`src/rtl/finv_sched.sv`:
```
// Two-requester issue scheduler for a fixed-latency reciprocal pipeline.
// Tracks in-flight operations and returns results through per-requester FIFOs.
module finv_sched #(
   parameter int LAT    = 4,
   parameter int QDEPTH = 4,
   parameter int TAGW   = 4
) (
   input  logic              clk,
   input  logic              rst,
   input  logic [1:0]        req_valid,
   output logic [1:0]        req_ready,
   input  logic [63:0]       req_data,
   input  logic [2*TAGW-1:0] req_tag,
   output logic [31:0]       fu_s,
   input  logic [31:0]       fu_d,
   output logic [1:0]        rsp_valid,
   input  logic [1:0]        rsp_ready,
   output logic [63:0]       rsp_data,
   output logic [2*TAGW-1:0] rsp_tag,
   output logic              idle
);

   localparam int PW = $clog2(QDEPTH);
   localparam int CW = PW + 1;

   // Handshakes: a transfer happens in a cycle where valid and ready are both
   // high; ready never depends on anything registered later than this cycle.
   logic [CW-1:0]   credit [2];
   logic            rr;
   logic [1:0]      elig;
   logic [1:0]      grant;
   logic            issue;
   logic            gid;
   logic [TAGW-1:0] gtag;

   logic [LAT-1:0]  trk_v;
   logic [LAT-1:0]  trk_id;
   logic [TAGW-1:0] trk_tag [LAT];
   logic            tail_v;
   logic            tail_id;
   logic [TAGW-1:0] tail_tag;

   logic [31:0]     q_data [2][QDEPTH];
   logic [TAGW-1:0] q_tag  [2][QDEPTH];
   logic [PW-1:0]   wp     [2];
   logic [PW-1:0]   rp     [2];
   logic [CW-1:0]   cnt    [2];
   logic [1:0]      push;
   logic [1:0]      pop;

   always_comb begin
      elig  = 2'b00;
      grant = 2'b00;
      for (int i = 0; i < 2; i++) begin
         elig[i] = req_valid[i] && (credit[i] != '0);
      end
      if (!rst) begin
         case (elig)
            2'b01:   grant = 2'b01;
            2'b10:   grant = 2'b10;
            2'b11:   grant = rr ? 2'b10 : 2'b01;
            default: grant = 2'b00;
         endcase
      end
      issue     = |grant;
      gid       = grant[1];
      req_ready = grant;
      gtag      = gid ? req_tag[2*TAGW-1:TAGW] : req_tag[TAGW-1:0];
      fu_s      = 32'h0;
      if (issue) begin
         fu_s = gid ? req_data[63:32] : req_data[31:0];
      end
   end

   always_ff @(posedge clk) begin
      if (rst) begin
         rr <= 1'b0;
      end else if (issue) begin
         rr <= ~gid;
      end
   end

   // Tracking shift register; clearing the valid bits on reset discards any
   // result the pipeline is still draining.
   always_ff @(posedge clk) begin
      if (rst) begin
         trk_v <= '0;
      end else begin
         trk_v[0] <= issue;
         for (int k = 1; k < LAT; k++) begin
            trk_v[k] <= trk_v[k-1];
         end
      end
   end

   always_ff @(posedge clk) begin
      trk_id[0]  <= gid;
      trk_tag[0] <= gtag;
      for (int k = 1; k < LAT; k++) begin
         trk_id[k]  <= trk_id[k-1];
         trk_tag[k] <= trk_tag[k-1];
      end
   end

   always_comb begin
      tail_v   = trk_v[LAT-1];
      tail_id  = trk_id[LAT-1];
      tail_tag = trk_tag[LAT-1];
      push     = {tail_v & tail_id, tail_v & ~tail_id};
      pop      = 2'b00;
      rsp_valid = 2'b00;
      rsp_data  = '0;
      rsp_tag   = '0;
      for (int i = 0; i < 2; i++) begin
         rsp_valid[i]              = (cnt[i] != '0);
         pop[i]                    = rsp_valid[i] & rsp_ready[i];
         rsp_data[32*i +: 32]      = q_data[i][rp[i]];
         rsp_tag[TAGW*i +: TAGW]   = q_tag[i][rp[i]];
      end
      idle = (trk_v == '0) && (cnt[0] == '0) && (cnt[1] == '0);
   end

   always_ff @(posedge clk) begin
      for (int i = 0; i < 2; i++) begin
         if (push[i]) begin
            q_data[i][wp[i]] <= fu_d;
            q_tag[i][wp[i]]  <= tail_tag;
         end
      end
   end

   always_ff @(posedge clk) begin
      for (int i = 0; i < 2; i++) begin
         if (rst) begin
            wp[i]  <= '0;
            rp[i]  <= '0;
            cnt[i] <= '0;
         end else begin
            if (push[i]) begin
               wp[i] <= wp[i] + PW'(1);
            end
            if (pop[i]) begin
               rp[i] <= rp[i] + PW'(1);
            end
            if (push[i] && !pop[i]) begin
               cnt[i] <= cnt[i] + CW'(1);
            end else if (!push[i] && pop[i]) begin
               cnt[i] <= cnt[i] - CW'(1);
            end
         end
      end
   end

   // Credits cover both in-flight and queued results, so a queue cannot overflow.
   always_ff @(posedge clk) begin
      for (int i = 0; i < 2; i++) begin
         if (rst) begin
            credit[i] <= CW'(QDEPTH);
         end else if (grant[i] && !pop[i]) begin
            credit[i] <= credit[i] - CW'(1);
         end else if (!grant[i] && pop[i]) begin
            credit[i] <= credit[i] + CW'(1);
         end
      end
   end

endmodule

```
`config.mk`:
```
export PLATFORM = sky130hd
export DESIGN_NAME = finv_sched
export DESIGN_NICKNAME = d
export VERILOG_FILES = /design/src/rtl/finv_sched.sv
export SDC_FILE = /design/constraint.sdc
export NUM_CORES = 1
export LEC_CHECK = 0
export CORE_ASPECT_RATIO = 0.7
export CORE_UTILIZATION = 30
export DETAILED_ROUTE_END_ITERATION = 10
export SLEW_MARGIN = 20
export SYNTH_ARGS = -nofsm -noshare
export SYNTH_HDL_FRONTEND = slang
export SYNTH_SLANG_ARGS = --single-unit
export TNS_END_PERCENT = 100
```
`constraint.sdc`:
```
create_clock -name clk -period 2.4 [get_ports clk]
set_input_delay 0.48 -clock clk [delete_from_list [all_inputs] [get_ports clk]]
set_output_delay 0.48 -clock clk [all_outputs]
set_load 0.01 [all_outputs]
```
==> run summary <==
Pin count of the biggest net entering global routing: 34
Layout cells sized above 1: 38.9%
Die W: 249 µm
Number of routed nets with antenna violations: 0
PwrDens: 773 nW/µm²
Hold Crit Start: trk_tag[1][2]$_DFF_P_
Synthesized cell area: 12900 µm²
Skew-Pair Late Insertion Delay: 0.51 ns
Worst hold margin: 0.323 ns
Num CTS Buffers: 34
Final Wtd Congestion: 0.800
Via count: 7135
Compound-Gate Fraction of Synth Area: 2.32%
Routed wire length: 32100 µm
Final Critical Period: 2.58 ns
Largest family of logic cells by synthesized area: multiplexers
Root buf cell: clkbuf_16
Clock Power Share: 36.9%
Period Utilization, post-route: 107%
RSZ-0062 raised after global routing: yes
Final Hold Viols: 0
Fraction of registers with async set/reset: 0%
Tightest Hold Check Type: reg2reg
Fillers: 3756
CTS H-tree lvls: 2
Final nets: 1114
Total congestion overflow: 0
Unique cell type count in the Yosys netlist: 38
Post-synth EDFFs: 308
Failing checks: negative setup slack
Row Count: 63
Drt initial violations: 347
Pre-antenna DRT Iters: 4
Synth warnings: 0
Wire per inst: 20.5 µm
Worst EP required: 1.92 ns
Maxcap violations: 0
Xor and xnor area share after synthesis: 0.613%
Worst-Margin Slew: 0.408 ns
Initial Utilization: 30.4%
Cells after synthesis: 654
Synth Flop Type: edfxtp_1
Final setup viols: 57
Die Y-Extent: 175 µm
Power share of the sequential group: 47.0%
Port Buffer Count: 218
Post-CTS Hold Buffers: 0
Worst setup margin: -0.176 ns
Die area: 43700 µm²
Switching Share: 23.0%
First-pass GRT wire length: 48200 µm
Sw power: 3.19 mW
GR Util All Layers: 14.9%
Final setup skew: 0.00804 ns
LEAKAGE: 6.30 nW
Io pins: 219
Fraction of synthesized area in multiplexers: 13.0%
Pint: 10.7 mW
Crit path launch type: register
Diode count: 0
Max rail drop VDD: 0.409 mV
Longest Clk Path Bufs: 3
CP Data Arrival Time: 2.10 ns
Yosys reg bits: 333
Peak fanout along the critical path: 8
Reg clk slew, reported paths: 0.06 ns
Initial antenna violation count: 0
Slew Viols, Final: 0
CTS Sinks: 333
Crit path kind: reg2out
CTS tree: done
Syn nets: 780
Fmax: 388 MHz
Commonest non-fill, non-tap cell in the layout: edfxtp_1
Reg2reg start: credit[1][1]$_SDFFCE_PN0P_
Most frequent cells in the layout: 308 x edfxtp_1, 109 x clkdlybuf4s50_1, 82 x buf_6
Avg Cell Area, Syn: 19.7 µm²
Post-synthesis sequential area ratio: 75.8%
Endpoint type of the worst setup path: output port
Worst slew margin: 72.1%
Comb pwr share: 16.2%
Vias per inst: 4.56
Vias in the first global route: 7580
# DRC: 0
CP Launch Point: credit[0][1]$_DFFE_PP_
Run status: finished with violations
Area growth, synth to finish: 39.5%
DP HPWL: 19300 µm
Simple-gate portion of the synthesized area: 4.93%
Core region area: 42300 µm²
Post-synthesis adder-cell area fraction: 1.67%
Total negative slack: -4.38 ns
R2R setup slack: 0.11 ns
## critical path, stage by stage, from the launching register on
cell and delay [ns]:
edfxtp_1 0.40, inv_2 0.10, ha_4 0.14, nand2b_4 0.08, a31oi_4 0.24, buf_6 0.17, buf_16 0.13, nand2_2 0.06
a21oi_2 0.12, buf_2 0.15
## cells in the mapped netlist (6+ instances only)
cell type | n | area, µm²
a21oi_1 | 37 | 185
nor3_1 | 8 | 40.0
edfxtp_1 | 308 | 9250
nand2_1 | 72 | 270
inv_1 | 12 | 45.0
buf_4 | 8 | 60.1
nor2_1 | 6 | 22.5
mux4_2 | 72 | 1620
ha_1 | 14 | 175
dfxtp_1 | 25 | 500
nand2b_1 | 11 | 68.8
buf_2 | 12 | 60.1
## cells by family (layout without fill, tap and decap cells)
kind of cell | after synthesis | count (layout)
AOI/OAI and AO/OA | 46 | 46
muxes | 77 | 77
adders and majority gates | 16 | 16
and+or+nand+nor | 131 | 131
xor gates and xnor gates | 9 | 9
buffers and inverters | 42 | 402
DFF | 333 | 333
## flip-flops by register name, indices dropped and copies added, names as in the netlist
register and flops:
cnt 6, credit 6, q_data 256, q_tag 32
rp 4, rr 1, trk_id 4, trk_tag 16
trk_v 4, wp 4
## worst paths after layout
kind / depth (start not counted) / end
setup / recovery: 9 / fu_s[21]
hold / removal: 0 / trk_tag[2][2]$_DFF_P_
setup reg to reg: 8 / credit[1][2]$_SDFFCE_PN1P_
hold reg to reg: 0 / trk_tag[2][2]$_DFF_P_
## through the flow
step / area [µm²] / util, % / power (mW) / cells / worst slack, ns
final: 17900 / 42.4 / 13.9 / 1566 / -0.176
after global routing: 17900 / 42.4 / 14.5 / 1566 / -0.279
after CTS: 17800 / 42.1 / 14.0 / 1567 / -0.245
after detailed placement: 16100 / 38.1 / 8.53 / 1452 / -0.454
after global placement: 16100 / 38.1 / 8.51 / 1452 / -0.400
after floorplan: 12900 / - / 7.49 / 654 / -0.0177
## power by group through the flow
stage          sequential [mW]  clock [mW]  combinational (mW)
4_1_cts                   6.51        5.27                2.25
3_5_place_dp              6.64           0                1.89
3_3_place_gp              6.63           0                1.88
2_1_floorplan             6.63           0               0.861
6_report                  6.51        5.11                2.24
5_1_grt                   6.52        5.53                2.41
## layer usage
| layer | routed length [µm] | vias to the layer above | track usage, % |
|---|---|---|---|
| met5 | 0 | - | 0 |
| met4 | 578 | 0 | 3.45 |
| met3 | 1320 | 50 | 3.16 |
| met2 | 15400 | 138 | 24.5 |
| met1 | 14900 | 3681 | 20.2 |
| li1 | - | 3266 | - |
## final cells by class
type                    count  area, µm²  area share [%]
multi-input cells         279       3080            17.2
clock inverters            15        105           0.586
inverters                  12       45.0           0.251
well taps                 552        691            3.85
flip-flops and latches    333       9750            54.4
repair buffers            328       3290            18.3
clock buffers              47        973            5.43
## what timing repair did
| action | CTS | global route |
|---|---|---|
| setup endpoints to repair | 110 | 103 |
| setup buffers | 45 | 12 |
| pin swaps | 17 | 4 |
| gates cloned | 9 | 1 |
| resized for setup | 532 | 68 |
Note: power is estimated with default switching activity, not from simulation.
==> variant 1 (same flow settings) <==
Change the parameter `QDEPTH` from 4 to 8.
--- a/src/rtl/finv_sched.sv
+++ b/src/rtl/finv_sched.sv
@@ -3,5 +3,5 @@
 module finv_sched #(
    parameter int LAT    = 4,
-   parameter int QDEPTH = 4,
+   parameter int QDEPTH = 8,
    parameter int TAGW   = 4
 ) (
Formal check against the unedited RTL: not equivalent (Yosys sat finds a counterexample within 10 cycles, from zero or initial values and one cycle with rst high).
==> variant 1 against the unedited design <==
  * The run still ends with negative setup slack left
  * Design area grew 83%
  * Global-route usage fell by 0.77 points
  * Sequential cell count grew 296
  * Via count grew 77%
  * Sequential share of layout area grew 2.4 points
  * Setup slack got worse by 0.48 ns
  * Area after synthesis up 91%
  * Wire length up 80%
  * Die area is 90% higher
  * Total power grew 95%
  * Clock power rose by 84%
  * Final cell count rose by 72%
  * Largest cell class unchanged
==> variant 1: results (changes against the unedited design) <==
- Failing checks: negative setup slack
- Nets: 1694 (+52%)
- Final setup margin: -0.656 ns (-0.480 ns)
- Fillers: 7052 (+88%)
- Top post-synthesis cells by count: edfxtp_1 (604), mux4_2 (144), nand2_1 (88)
- Setup tns final: -57.00 ns (-52.62 ns)
- Top post-synthesis cells by area: edfxtp_1 (74%), mux4_2 (13%), mux2_2 (3.4%), dfxtp_1 (2.0%), nand2_1 (1.3%)
- Wire per inst: 21.6 µm (+5.2%)
- Met2 routed WL: 28.0 mm (+82%)
- Via density: 4.69 (+3.0%)
- Final WL: 58.0 mm (+80%)
- Syn_area_per_cell: 20.9 µm² (+6.1%)
- Count of cell types in the netlist: 47 (+24%)
- Initial antenna violation count: 1 (+1)
- # setup viols final: 112 (+96%)
- Static Leak: 0.0111 µW (+76%)
- Non-clock buffers: 384 (+17%)
- Multi-input logic cell count: 477 (+71%)
- Top routing layer in use: met5
- Largest net degree at the start of global routing: 38 (+12%)
- Fraction of layout cells with a size suffix above 1: 0.437 (+0.0487)
- Dpl cells: 2494 (+72%)
- WL met1: 26.4 mm (+77%)
- Placed cell area: 29300 µm² (+81%)
- Post-cts sizing count: 636 (+20%)
- Worst-Skew Late Latency: 0.62 ns (+0.11 ns)
- Final Skew: 0.0144 ns (+0.00639 ns)
- Critical path data arrival time: 2.58 ns (+0.48 ns)
- Critical path fanouts, max: 4 (-4)
- Signal buf overhead: 0.133 (-0.0500)
- ClkCell Share: 0.0599 (-0.000210)
- EDFF count, synth: 604 (+96%)
- Pre-antenna DRT Iters: 5 (+1)
- Metal3 WL: 2.52 mm (+92%)
- GRT Util Overall: 0.141 (-0.00773)
- Critical Path Max Stage Delay: 0.45 ns (+0.05 ns)
- Worst path slowest cell: mux4_2
- Final HPWL DP: 32.6 mm (+69%)
- Actual slew at the worst max-slew pin: 0.633 ns (+0.225 ns)
- First-pass GRT wire length: 85.8 mm (+78%)
- Max reg flops: 512 (+100%)
- Status: finished, violations left
- Post-CTS Setup Bufs: 64 (+42%)
- Number of non-clock inverters in the layout: 18 (+6)
- Fraction of area in registers: 0.568 (+0.0243)
[variant 1: path summary, 6_finish.rpt]
| kind | start | end | slack, ns | cells after the start |
|---|---|---|---|---|
| max | rp[0][0] | rsp_data[4] | -0.66 | 8 |
| max reg2reg | credit[1][0] | credit[1][3] | -0.51 | 12 |
| min reg2reg | trk_tag[2][0] | trk_tag[3][0] | 0.33 | 0 |
| min | trk_tag[2][0] | trk_tag[3][0] | 0.33 | 0 |
[variant 1: power breakdown]
group	switching (µW)	internal (µW)
sequential	127	12200
combinational	2220	3090
clock	3990	5400
[variant 1: cell families after synthesis]
kind of cell / Yosys count / share of synthesized area
AOI/OAI and AO/OA: 61 / 0.0167
and+or+nand+nor: 174 / 0.0323
DFF: 629 / 0.760
adders and majority gates: 14 / 0.00776
buffers and inverters: 69 / 0.0131
xor gates and xnor gates: 10 / 0.00357
muxes: 218 / 0.166
[variant 1: layer usage]
layer,vias to the layer above,GRT usage
li1,5587,-
met2,257,0.233
met4,2,0.0337
met1,6695,0.194
met5,-,0
met3,72,0.0249
==> variant 2 (same settings) <==
Made on the original files. Reset style: asynchronous (`rst`), changed in 2 clocked blocks.
--- a/src/rtl/finv_sched.sv
+++ b/src/rtl/finv_sched.sv
@@ -73,5 +73,5 @@
    end
 
-   always_ff @(posedge clk) begin
+   always_ff @(posedge clk or posedge rst) begin
       if (rst) begin
          rr <= 1'b0;
@@ -83,5 +83,5 @@
    // Tracking shift register; clearing the valid bits on reset discards any
    // result the pipeline is still draining.
-   always_ff @(posedge clk) begin
+   always_ff @(posedge clk or posedge rst) begin
       if (rst) begin
          trk_v <= '0;
Behaviour: differs if rst is asserted again (counterexample within 4 cycles, from zero or initial values and one cycle with rst high); with rst held inactive, the same outputs for 4 cycles.
==> variant 2 against the unedited design <==
  * Design area is 0.10% higher
  * Critical path type unchanged
  * Area after synthesis hardly changed
  * Setup slack worse by 0.057 ns
  * The flow still finishes with violations (negative setup slack)
  * Die area hardly changed
  * Total power is 12% higher
  * Count of clock-buffer cells in the layout is 7 lower
  * Synthesized cell count is 1.1% higher
  * Wire length is 1.3% higher
  * Critical endpoint is now fu_s[18]
  * Sequential cell count stayed put
==> variant 2: results (changes against the unedited design) <==
- Sequential fraction of the synthesis area: 0.760 (+0.00187)
- Final setup margin: -0.232 ns (-0.0567 ns)
- Via density: 4.64 (+1.9%)
- Placed cell area: 16100 µm² (-0.16%)
- Failing checks: negative setup slack
- # setup viols final: 73 (+28%)
- Count of cell types in the netlist: 40 (+5.3%)
- Critical path fanouts, max: 10 (+2)
- Vias in the first global route: 7338 (-3.2%)
- Syn_area_per_cell: 19.4 µm² (-1.0%)
- Top post-synthesis cells by area: edfxtp_1 (72%), mux4_2 (13%), dfxtp_1 (3.1%), nand2_1 (2.7%), a21oi_1 (1.4%)
- Status: finished, violations left
- Post-cts sizing count: 537 (+0.94%)
- Worst R2R Setup Slack: -0.09 ns (-0.20 ns)
- DRT iter0 DRCs: 394 (+14%)
- Final HPWL DP: 18.5 mm (-4.2%)
- Wire per inst: 20.8 µm (+1.6%)
- GRT Util Overall: 0.150 (+0.000948)
- Clock network power share: 0.327 (-0.042)
- Total net switching power: 3930 µW (+23%)
- Fin cells: 1561 (-0.32%)
- Post-layout util: 0.424 (+0.000444)
- Max_slew headroom: 0.645 (-0.0756)
- Worst Reg-to-Reg Cells: 10 (+2)
- Hold path endpoint: trk_tag[2][1]
-- variant 2: how the worst max path moves through the flow --
stage	cells past startpoint	slack (ns)	to	startpoint
after floorplan	8	-0.01	credit[1][2]	credit[1][0]
after global placement	8	-0.65	fu_s[0]	req_valid[1]
after detailed placement	8	-0.66	fu_s[25]	req_valid[1]
after CTS	9	-0.28	fu_s[13]	credit[0][1]
after global routing	9	-0.36	fu_s[14]	credit[0][1]
final	9	-0.23	fu_s[18]	credit[0][1]
-- variant 2: cells by family (layout without fill, tap and decap cells) --
| kind of cell | Yosys count | in the layout | share of synthesized area |
|---|---|---|---|
| xor+xnor | 10 | 10 | 0.00681 |
| simple gates | 138 | 138 | 0.0485 |
| compound gates | 46 | 46 | 0.0221 |
| mux | 73 | 73 | 0.127 |
| fa+ha+maj | 16 | 16 | 0.0167 |
| flops | 333 | 333 | 0.760 |
| buf+inv | 45 | 393 | 0.0186 |
-- variant 2: worst register-to-register path, delay by kind of cell (launching register included) --
family                     cells  cell delay, ns
DFF                            1            0.41
muxes                          1            0.12
buffers and inverters          2            0.28
AOI/OAI and AO/OA              2            0.23
xor gates and xnor gates       1            0.18
adders and majority gates      1            0.35
and+or+nand+nor                3            0.67
-- variant 2: layer usage --
layer  up-vias  global-route usage  part of all wire
met5         -                   0           0.00040
met1      3744               0.219              0.47
li1       3270                   -                 -
met2       196               0.231              0.46
met4         2              0.0270             0.013
met3        38              0.0325             0.057
-- variant 2: area by class of cell --
class                      instances  share of cell area
sequential                       333               0.544
timing repair buffer             318               0.186
multi-input combinational        283               0.164
clock buffer                      40              0.0521
tap                              552              0.0385
clock inverter                    17             0.00767
inverter                          14             0.00383
timing repair inverter             4             0.00314
